<file path="src/rtl/inreg.sv">
// inreg: 64-bit input capture register read by the CPU one nibble at a time.
// Optional double buffering (pending word + FULL_PEND state) with INREG_DOUBLE_BUF_EN.
module inreg (
  input  logic        clk,
  input  logic        rst_n,
  input  logic [15:0] addr,
  input  logic        rd,
  output logic [3:0]  q,
  input  logic [63:0] in_data,
  input  logic        in_valid,
  output logic        in_ready
);

  typedef enum logic [1:0] {EMPTY, FULL, FULL_PEND} state_t;

  state_t      state;
  logic [63:0] snap;
  logic [3:0]  cnt;
  logic        ovf;
`ifdef INREG_DOUBLE_BUF_EN
  logic [63:0] pend_data;
`endif

  logic       is_full;
  logic       is_pend;
  logic       release_rd;
  logic       read_cnt;
  logic       drop;
  logic       in_window;
  logic [3:0] nib_idx;
  logic [3:0] rdata;

  // Read decode; nibble k lives at address 10+4k, so the index is (addr-10)/4.
  always_comb begin
    is_full    = (state != EMPTY);
`ifdef INREG_DOUBLE_BUF_EN
    is_pend    = (state == FULL_PEND);
`else
    is_pend    = 1'b0;
`endif
    release_rd = rd && (addr == 16'd70) && is_full;
    read_cnt   = rd && (addr == 16'd7);
`ifdef INREG_DOUBLE_BUF_EN
    drop       = in_valid && (state == FULL_PEND) && !release_rd;
`else
    drop       = in_valid && (state == FULL) && !release_rd;
`endif
    in_window  = (addr >= 16'd10) && (addr <= 16'd70) && (addr[1:0] == 2'b10);
    nib_idx    = 4'((addr[5:0] - 6'd10) >> 2);
    rdata      = 4'h0;
    if (addr == 16'd6)
      rdata = {1'b0, is_pend, ovf, is_full};
    else if (addr == 16'd7)
      rdata = cnt;
    else if (in_window)
      rdata = snap[{nib_idx, 2'b00} +: 4];
  end

  always_ff @(posedge clk) begin
    if (!rst_n) begin
      state     <= EMPTY;
      snap      <= 64'h0;
      cnt       <= 4'h0;
      ovf       <= 1'b0;
      q         <= 4'h0;
      in_ready  <= 1'b0;
`ifdef INREG_DOUBLE_BUF_EN
      pend_data <= 64'h0;
`endif
    end else begin
      if (rd)
        q <= rdata;

      // A counter read clears first; a drop in the same cycle then counts as one.
      if (read_cnt) begin
        cnt <= {3'b000, drop};
        ovf <= drop;
      end else if (drop) begin
        if (cnt != 4'hF)
          cnt <= cnt + 4'h1;
        ovf <= 1'b1;
      end

      case (state)
        EMPTY: begin
          if (in_valid) begin
            snap  <= in_data;
            state <= FULL;
`ifdef INREG_DOUBLE_BUF_EN
            in_ready <= 1'b1;
`else
            in_ready <= 1'b0;
`endif
          end else begin
            in_ready <= 1'b1;
          end
        end
        FULL: begin
`ifdef INREG_DOUBLE_BUF_EN
          if (in_valid && release_rd) begin
            snap     <= in_data;
            in_ready <= 1'b1;
          end else if (in_valid) begin
            pend_data <= in_data;
            state     <= FULL_PEND;
            in_ready  <= 1'b0;
          end else if (release_rd) begin
            state    <= EMPTY;
            in_ready <= 1'b1;
          end else begin
            in_ready <= 1'b1;
          end
`else
          if (release_rd && in_valid) begin
            snap     <= in_data;
            in_ready <= 1'b0;
          end else if (release_rd) begin
            state    <= EMPTY;
            in_ready <= 1'b1;
          end else begin
            in_ready <= 1'b0;
          end
`endif
        end
`ifdef INREG_DOUBLE_BUF_EN
        FULL_PEND: begin
          if (release_rd) begin
            snap <= pend_data;
            if (in_valid) begin
              pend_data <= in_data;
              in_ready  <= 1'b0;
            end else begin
              state    <= FULL;
              in_ready <= 1'b1;
            end
          end else begin
            in_ready <= 1'b0;
          end
        end
`endif
        default: begin
          state    <= EMPTY;
          in_ready <= 1'b1;
        end
      endcase
    end
  end

endmodule

</file>
<file path="config.mk">
export PLATFORM = sky130hd
export DESIGN_NAME = inreg
export DESIGN_NICKNAME = d
export VERILOG_FILES = /design/src/rtl/inreg.sv
export SDC_FILE = /design/constraint.sdc
export NUM_CORES = 1
export LEC_CHECK = 0
export CELL_PAD_IN_SITES_DETAIL_PLACEMENT = 0
export CELL_PAD_IN_SITES_GLOBAL_PLACEMENT = 2
export CORE_MARGIN = 2
export CORE_UTILIZATION = 32
export CTS_CLUSTER_DIAMETER = 120
export DETAILED_ROUTE_END_ITERATION = 10
export GPL_TIMING_DRIVEN = 0
export PLACE_DENSITY = 0.84
export SETUP_SLACK_MARGIN = 0.1
export SYNTH_ARGS = -nofsm -noshare
export SYNTH_HDL_FRONTEND = slang
export SYNTH_SLANG_ARGS = --single-unit
</file>
<file path="constraint.sdc">
create_clock -name clk -period 5.1 [get_ports clk]
set_clock_uncertainty 0.1 [all_clocks]
set_input_delay 1.02 -clock clk [delete_from_list [all_inputs] [get_ports clk]]
set_output_delay 1.02 -clock clk [all_outputs]
set_load 0.005 [all_outputs]
</file>
==> impl_metrics.py, run 1 <==
metrics = {
    "outcome": {
        "status": "finished, final reports clean",
    },
    "logic_synthesis": {
        "syn_inst": 448,
        "syn_nets": 535,
        "synth_top_area_cell": "dfxtp_1",
        "ys_seq_area_share_pct": 38.9,
        "synthesis.area_mm2": 0.00386,
        "ys_top_cells_by_count": "75 x a21oi_1, 75 x dfxtp_1, 73 x o21ai_0",
        "yosys-top-cells-area": "dfxtp_1 39%, a21oi_1 9.7%, o21ai_0 9.5%, nand3_1 9.1%, mux4_2 8.2%",
        "postSynthAreaPerCell_um2": 8.62,
        "yosys_warnings": 0,
        "synthArstFlopShare_pct": 0,
        "ys_ff_latch": 75,
        "yosysUniqueCellTypes": 54,
        "synth_flop_cell": "dfxtp_1",
        "synth_edf_count": 0,
        "synth.top_cell.area_share_pct": 38.9,
    },
    "detailed_routing": {
        "routedWlPerCell_um": 16.3,
        "ant_nets": 0,
        "drc": 0,
        "drtPass1Iterations": 4,
        "via_per_inst": 5.42,
        "dr_total_vias": 3778,
        "drtIter0Drc": 188,
        "routed_wl_mm": 11.3,
    },
    "clocking": {
        "cts_setup_buffers": 0,
        "cts_resized": 0,
        "clock_sinks": 75,
        "clk_pin_slew_ns": 0.06,
        "h-tree-depth": 3,
        "clock_path_buffers": 2,
        "cts_hold_buf": 0,
        "insertion_delay_ns": 0.33,
        "ctsRootBufferMaster": "clkbuf_16",
        "tritoncts.num_buffers": 9,
        "cts_tree": "yes",
    },
    "timing": {
        "fmax_ghz": 0.226,
        "relSlewSlack_pct": 22.4,
        "rsz0062_at_grt": "false",
        "setup_ws_ns": 0.682,
        "hold_viol_final": 0,
        "report.final.slew_viol_count": 0,
        "fin_crit_ns": 4.42,
        "setup_viol": 0,
        "holdWs_ns": 0.355,
        "final.period_utilization_pct": 86.6,
        "tightestPinTransition_ns": 1.16,
        "setup-tns-final_ns": 0,
    },
    "floorplan": {
        "rows": 40,
        "pin_count": 89,
        "fp.coreArea_mm2": 0.0119,
        "die_width_um": 114,
        "die_area_mm2": 0.0130,
        "start_util_pct": 32.4,
        "fp.dieH_um": 114,
    },
    "setup_path": {
        "reg2reg_depth": 5,
        "cpPeakStageDelay_ns": 0.91,
        "r2r_start": "cnt[0]",
        "slowest_stage": "xnor2_1",
        "cp_max_fo": 10,
        "startpoint_type": "input port",
        "path_cells": "clkdlybuf4s50_1, inv_1, ha_1, clkbuf_2, xnor2_1, buf_6, mux4_2, o21ai_0, nand4_1, a31o_2",
        "critPathRequiredTime_ns": 5.22,
        "critPathCaptureType": "flop",
        "cp-startpoint": "addr[1]",
        "worstSetupPathType": "input port to flop",
        "arrival_ns": 4.53,
    },
    "global_route": {
        "grt_pass1_vias": 3576,
        "grt.total_usage_pct": 17.5,
        "grt_max_degree": 16,
        "antenna_found_initial": 0,
        "grt_pass1_wl_mm": 17.9,
        "grt.overflow.total": 0,
    },
    "power": {
        "power_leakage_nw": 1.78,
        "p_per_area_mw_per_mm2": 294,
        "vdd_drop_max_uv": 211,
    },
    "placement": {
        "hpwl_mm": 8.55,
        "place_ws_ns": 0.375,
        "place_inst": 681,
        "place_congestion": 0.856,
        "io_buffers": 86,
    },
    "hold_path": {
        "min_path_type": "flop to flop",
        "min_from": "ovf",
        "min_path_cells": 2,
    },
    "layout": {
        "syn_to_final_growth_pct": 35.0,
        "nets": 632,
        "diodes": 0,
        "drive_above_1_share_pct": 10.7,
        "fin_cells": 697,
    },
    "flow_run": {
        "max-cap-violations": 0,
    },
}
## worst paths after layout
check             slack, ns  endpoint
hold / removal         0.35       ovf
setup / recovery       0.68      q[1]
setup reg to reg       3.28    cnt[0]
hold reg to reg        0.35       ovf
## metal layers
metal | up-vias | share of wire (%) | GRT usage (%)
met5 | - | 0 | 0
met4 | 0 | 0.67 | 2.93
met3 | 11 | 4.9 | 3.45
met2 | 105 | 48 | 30.0
met1 | 1782 | 47 | 23.3
li1 | 1880 | - | -
## placed cells by master (no fill, tap or decap), types with 3 or more instances in the layout
cell type,synthesis,layout
dfxtp_1,75,75
clkbuf_1,30,30
a31oi_1,3,3
nand2_1,5,5
nand4_1,3,3
nor2b_1,5,5
clkdlybuf4s50_1,0,86
nand3b_1,3,3
mux4_2,14,14
buf_2,8,8
or3_1,4,4
nor3_1,5,5
nand3_1,70,70
mux2i_1,3,3
o21ai_0,73,73
or3b_2,4,4
o21ai_1,8,8
inv_1,8,8
clkbuf_16,0,9
ha_1,3,3
nor2_1,3,3
a21oi_1,75,75
nand2b_1,4,4
## power breakdown
group          internal, mW  leakage (nW)  switching (mW)
clock network         0.387         0.145           0.264
registers             0.617         0.615          0.0150
logic                 0.126          1.02           0.125
total                  1.13          1.78           0.404
## through the flow
step | utilization [%] | area [um2] | power, mW
global route | 43.8 | 5220 | 1.60
global placement | 41.2 | 4910 | 0.892
finish | 43.8 | 5220 | 1.53
CTS | 43.8 | 5220 | 1.55
detailed placement | 41.2 | 4910 | 0.897
floorplan | - | 3860 | 0.778
## cell type report
cell class                      count  area (um2)
Fill cell                        1199        6700
Multi-Input combinational cell    320        2110
Sequential cell                    75        1500
Timing Repair Buffer               86         861
Clock buffer                        9         225
Buffer                             44         214
Tap cell                          147         184
Clock inverter                      7        82.6
Inverter                            9        33.8
## state kept, by name (all words and copies together), names as in the netlist
| name | flops |
|---|---|
| ovf | 1 |
| state | 1 |
| in_ready | 1 |
| cnt | 4 |
| q | 4 |
| snap | 64 |
## logic make-up after synthesis
kind of cell	Yosys count	share of synthesized area, %
AO/OA/AOI/OAI	179	25.5
XOR/XNOR	1	0.227
adder cells (fa/ha/maj)	3	0.972
buffers and inverters	53	6.41
flip-flops	75	38.9
multiplexers	19	10.3
AND/OR/NAND/NOR	118	17.8
## critical path, delay by kind of cell
| family | cells | cell delay (ns) |
|---|---|---|
| muxes | 1 | 0.55 |
| and+or+nand+nor | 1 | 0.19 |
| AOI/OAI and AO/OA | 2 | 0.41 |
| xor gates and xnor gates | 1 | 0.91 |
| buffers and inverters | 4 | 1.23 |
| adders and majority gates | 1 | 0.21 |
Power figures use the tool's default switching activity.
==> run 2: changes to the inputs <==
Settings changed: GPL_TIMING_DRIVEN 0 to 1, PLACE_DENSITY 0.84 to 0.85.
==> impl_metrics.py, run 2 (same netlist as run 1, synthesis figures left out) <==
metrics = {
    "timing": {
        "report.final.slew_viol_count": 0,
        "fmax_ghz": 0.256,
        "final.period_utilization_pct": 76.7,
        "rsz0062_at_grt": "false",
        "setup-tns-final_ns": 0,
        "tightestPinTransition_ns": 1.16,
        "hold_viol_final": 0,
        "relSlewSlack_pct": 22.7,
        "fin_crit_ns": 3.91,
        "setup_viol": 0,
    },
    "placement": {
        "hpwl_mm": 7.42,
        "io_buffers": 88,
        "dpl_cell_area_mm2": 0.00476,
        "place_congestion": 0.814,
    },
    "power": {
        "vdd_drop_max_uv": 143,
        "power_leakage_nw": 1.73,
        "p_per_area_mw_per_mm2": 301,
    },
    "setup_path": {
        "worstSetupPathType": "input port to flop",
        "critPathCaptureType": "flop",
        "r2r-end": "snap[10]",
        "arrival_ns": 4.02,
        "r2r_start": "state[0]",
        "critPathRequiredTime_ns": 5.21,
        "cp-startpoint": "addr[1]",
        "cp_max_fo": 12,
        "crit_end": "q[2]",
        "reg2reg_depth": 3,
        "r2r_slack_ns": 3.14,
        "startpoint_type": "input port",
    },
    "clocking": {
        "clock_path_buffers": 2,
        "tritoncts.num_buffers": 9,
        "insertion_delay_ns": 0.33,
        "clk_pin_slew_ns": 0.05,
        "cts_tree": "yes",
        "ctsRootBufferMaster": "clkbuf_16",
        "h-tree-depth": 3,
        "cts_resized": 0,
        "clock_sinks": 75,
        "cts_hold_buf": 0,
        "cts_setup_buffers": 0,
    },
    "layout": {
        "regMostFlops": "snap",
        "seqCellArea_mm2": 0.00150,
        "largest_reg_flops": 64,
        "top_regs": "snap: 64 flops, cnt: 4 flops, q: 4 flops",
        "nFillCells": 1206,
        "multi_input_area_mm2": 0.00213,
        "layout_commonest_cell": "clkdlybuf4s50_1",
        "drive_above_1_share_pct": 10.6,
        "syn_to_final_growth_pct": 31.2,
        "nets": 594,
        "fin_area_mm2": 0.00507,
        "layout_common_cells": "87 x clkdlybuf4s50_1, 75 x a21oi_1, 75 x dfxtp_1, 73 x o21ai_0, 70 x nand3_1",
        "diodes": 0,
    },
    "floorplan": {
        "die_width_um": 114,
        "start_util_pct": 32.4,
        "fp.dieH_um": 114,
        "pin_count": 89,
        "die_area_mm2": 0.0130,
        "rows": 40,
        "fp.coreArea_mm2": 0.0119,
    },
    "detailed_routing": {
        "drtPass1Iterations": 4,
        "routedWlPerCell_um": 16.1,
        "dr_wl_met2_mm": 4.82,
        "wl_met1_mm": 5.09,
        "drc": 0,
        "dr_total_vias": 3615,
        "highest_layer": "met4",
        "met3WireLength_um": 537,
        "via_per_inst": 5.49,
        "drtIter0Drc": 192,
        "ant_nets": 0,
        "routed_wl_mm": 10.6,
    },
    "global_route": {
        "antenna_found_initial": 0,
        "grt.total_usage_pct": 16.4,
        "grt_max_degree": 71,
        "grt_pass1_wl_mm": 16.9,
        "grt_pass1_vias": 3374,
        "grt.overflow.total": 0,
    },
    "outcome": {
        "status": "finished, final reports clean",
    },
    "hold_path": {
        "min_path_cells": 2,
        "min_path_type": "flop to flop",
    },
    "flow_run": {
        "max-cap-violations": 0,
    },
}
==> run 2: cell count changes in the layout (fill, tap and decap cells not counted), moves of 2 or more <==
cell	before	now
clkbuf_1	30	1
buf_4	0	4
clkinv_2	0	2
buf_2	8	1
buf_6	2	0
clkinvlp_4	2	0
inv_6	2	0
==> run 2: cell type report <==
| class | count | share of cell area [%] |
|---|---|---|
| well taps | 147 | 3.63 |
| repair buffers | 92 | 17.9 |
| clock inverters | 5 | 1.56 |
| clock buffers | 10 | 4.52 |
| inverters | 9 | 0.667 |
| multi-input cells | 320 | 42.1 |
| flip-flops and latches | 75 | 29.6 |
==> run 2: metrics by stage <==
| stage | worst slack, ns | util [%] | hold slack, ns | power, mW | cells |
|---|---|---|---|---|---|
| CTS | 1.14 | 42.5 | 0.366 | 1.54 | 658 |
| global route | 1.03 | 42.5 | 0.386 | 1.59 | 658 |
| detailed placement | 0.831 | 39.9 | 0.359 | 0.881 | 643 |
| finish | 1.19 | 42.5 | 0.360 | 1.53 | 658 |
| global placement | 1.00 | 39.9 | 0.346 | 0.877 | 643 |
| floorplan | 1.70 | - | 0.336 | 0.778 | 448 |
==> run 2: critical path, stage by stage <==
cell and delay (ns):
clkdlybuf4s50_1 0.62, inv_1 0.11, ha_1 0.32, xnor2_2 0.42, buf_4 0.33, mux4_2 0.56, a22oi_1 0.21, nand3_1 0.10
a221o_1 0.32
==> run 2: layer usage <==
layer | vias to the layer above | track usage [%]
met5 | - | 0
met4 | 0 | 4.88
met3 | 10 | 3.35
met2 | 90 | 25.8
met1 | 1717 | 22.8
li1 | 1798 | -
==> run 2: worst min path at each step <==
stage,startpoint,end
final,ovf,ovf
after floorplan,ovf,ovf
after global routing,ovf,ovf
after global placement,ovf,ovf
after detailed placement,ovf,ovf
after CTS,ovf,ovf
==> run 2: where the power goes <==
group | leakage (nW) | switching [mW] | internal (mW)
sequential | 0.615 | 0.0172 | 0.617
combinational | 0.962 | 0.113 | 0.118
clock | 0.152 | 0.236 | 0.425
==> run 3: changes to the inputs <==
Settings changed: CORE_UTILIZATION 32 to 27, PLACE_DENSITY 0.85 to 0.76.
Clock period 5.1 ns to 3.58 ns, I/O delays scaled along.
==> impl_metrics.py, run 3 (same netlist as run 1, synthesis figures left out) <==
metrics = {
    "clocking": {
        "clk_pin_slew_ns": 0.06,
        "ctsRootBufferMaster": "clkbuf_16",
        "cts_hold_buf": 0,
        "clock_path_buffers": 2,
        "clock_sinks": 75,
        "cts_tree": "yes",
        "cts_resized": 0,
        "h-tree-depth": 3,
        "cts_setup_buffers": 0,
        "insertion_delay_ns": 0.32,
        "tritoncts.num_buffers": 9,
    },
    "floorplan": {
        "rows": 43,
        "die_width_um": 124,
        "die_area_mm2": 0.0153,
        "pin_count": 89,
        "fp.dieH_um": 124,
        "fp.coreArea_mm2": 0.0139,
        "start_util_pct": 27.7,
    },
    "detailed_routing": {
        "ant_nets": 0,
        "routed_wl_mm": 11.2,
        "drc": 0,
        "drtPass1Iterations": 4,
        "dr_total_vias": 3658,
        "via_per_inst": 5.20,
        "routedWlPerCell_um": 16.0,
        "drtIter0Drc": 241,
    },
    "power": {
        "vdd_drop_max_uv": 224,
        "power_leakage_nw": 1.80,
        "p_per_area_mw_per_mm2": 415,
        "p_total_mw": 2.17,
    },
    "global_route": {
        "grt.overflow.total": 0,
        "grt_pass1_wl_mm": 18.2,
        "grt_max_degree": 67,
        "antenna_found_initial": 0,
        "grt_pass1_vias": 3719,
        "grt.total_usage_pct": 15.2,
    },
    "layout": {
        "largest_reg_flops": 64,
        "fin_util_pct": 37.6,
        "drive_above_1_share_pct": 12.8,
        "nets": 606,
        "layout_commonest_cell": "clkdlybuf4s50_1",
        "layout_common_cells": "87 x clkdlybuf4s50_1, 75 x a21oi_1, 75 x dfxtp_1, 73 x o21ai_0, 70 x nand3_1",
        "top_regs": "snap: 64 flops, cnt: 4 flops, q: 4 flops",
        "fin_cells": 704,
        "diodes": 0,
        "syn_to_final_growth_pct": 35.5,
        "regMostFlops": "snap",
    },
    "timing": {
        "final.period_utilization_pct": 82.0,
        "setup-tns-final_ns": 0,
        "report.final.slew_viol_count": 0,
        "fin_crit_ns": 2.94,
        "relSlewSlack_pct": 59.4,
        "fmax_ghz": 0.341,
        "setup_viol": 0,
        "hold_viol_final": 0,
        "holdWs_ns": 0.363,
        "tightestPinTransition_ns": 0.609,
        "rsz0062_at_grt": "false",
    },
    "setup_path": {
        "r2r_slack_ns": 1.79,
        "startpoint_type": "input port",
        "arrival_ns": 3.11,
        "worstSetupPathType": "input port to flop",
        "critPathRequiredTime_ns": 3.75,
        "cp_max_fo": 8,
        "critPathCaptureType": "flop",
    },
    "hold_path": {
        "min_path_type": "flop to flop",
    },
    "placement": {
        "place_inst": 688,
        "hpwl_mm": 8.02,
        "place_congestion": 0.786,
        "io_buffers": 88,
    },
    "flow_run": {
        "max-cap-violations": 0,
    },
    "outcome": {
        "status": "finished, final reports clean",
    },
}
run 3: cell count changes in the layout (fill, tap and decap cells not counted):
cell	delta
buf_4	+9
buf_12	+3
clkbuf_8	+2
bufinv_16	-1
run 3: worst paths after layout:
| path | from | to | depth (start not counted) |
|---|---|---|---|
| worst max register to register | cnt[0] | cnt[0] | 5 |
| worst min register to register | ovf | ovf | 2 |
| worst max-delay path | addr[2] | q[1] | 9 |
| worst min-delay path | ovf | ovf | 2 |
run 3: critical path, cell delays in order:
cell	delay, ns
clkdlybuf4s50_1	0.45
inv_1	0.07
ha_1	0.21
buf_4	0.17
or3b_2	0.46
a211oi_1	0.55
o21ai_0	0.19
nand4_1	0.14
a31o_2	0.16
run 3: power by group:
group / total (mW) / internal, mW / switching (mW)
clock network: 0.916 / 0.577 / 0.339
logic: 0.355 / 0.186 / 0.169
registers: 0.902 / 0.879 / 0.0228
run 3: per-stage QoR:
stage	setup slack, ns	cell area [um2]
finish	0.644	5230
global route	0.469	5230
CTS	0.655	5230
detailed placement	0.311	4930
global placement	0.308	4930
floorplan	0.482	3860
run 3: layout make-up:
cell class              instances  area [um2]
fillers                      1408        8700
well taps                     180         225
multi-input cells             320        2130
inverters                       9        33.8
flip-flops and latches         75        1500
repair buffers                104        1030
clock buffers                  12         256
clock inverters                 4        48.8
run 3: per-layer routing:
layer,vias to the layer above,global-route usage [%],share of wire [%]
met4,0,5.11,0.73
li1,1820,-,-
met3,6,2.20,3.5
met5,-,0,0
met2,83,25.3,47
met1,1749,20.2,48
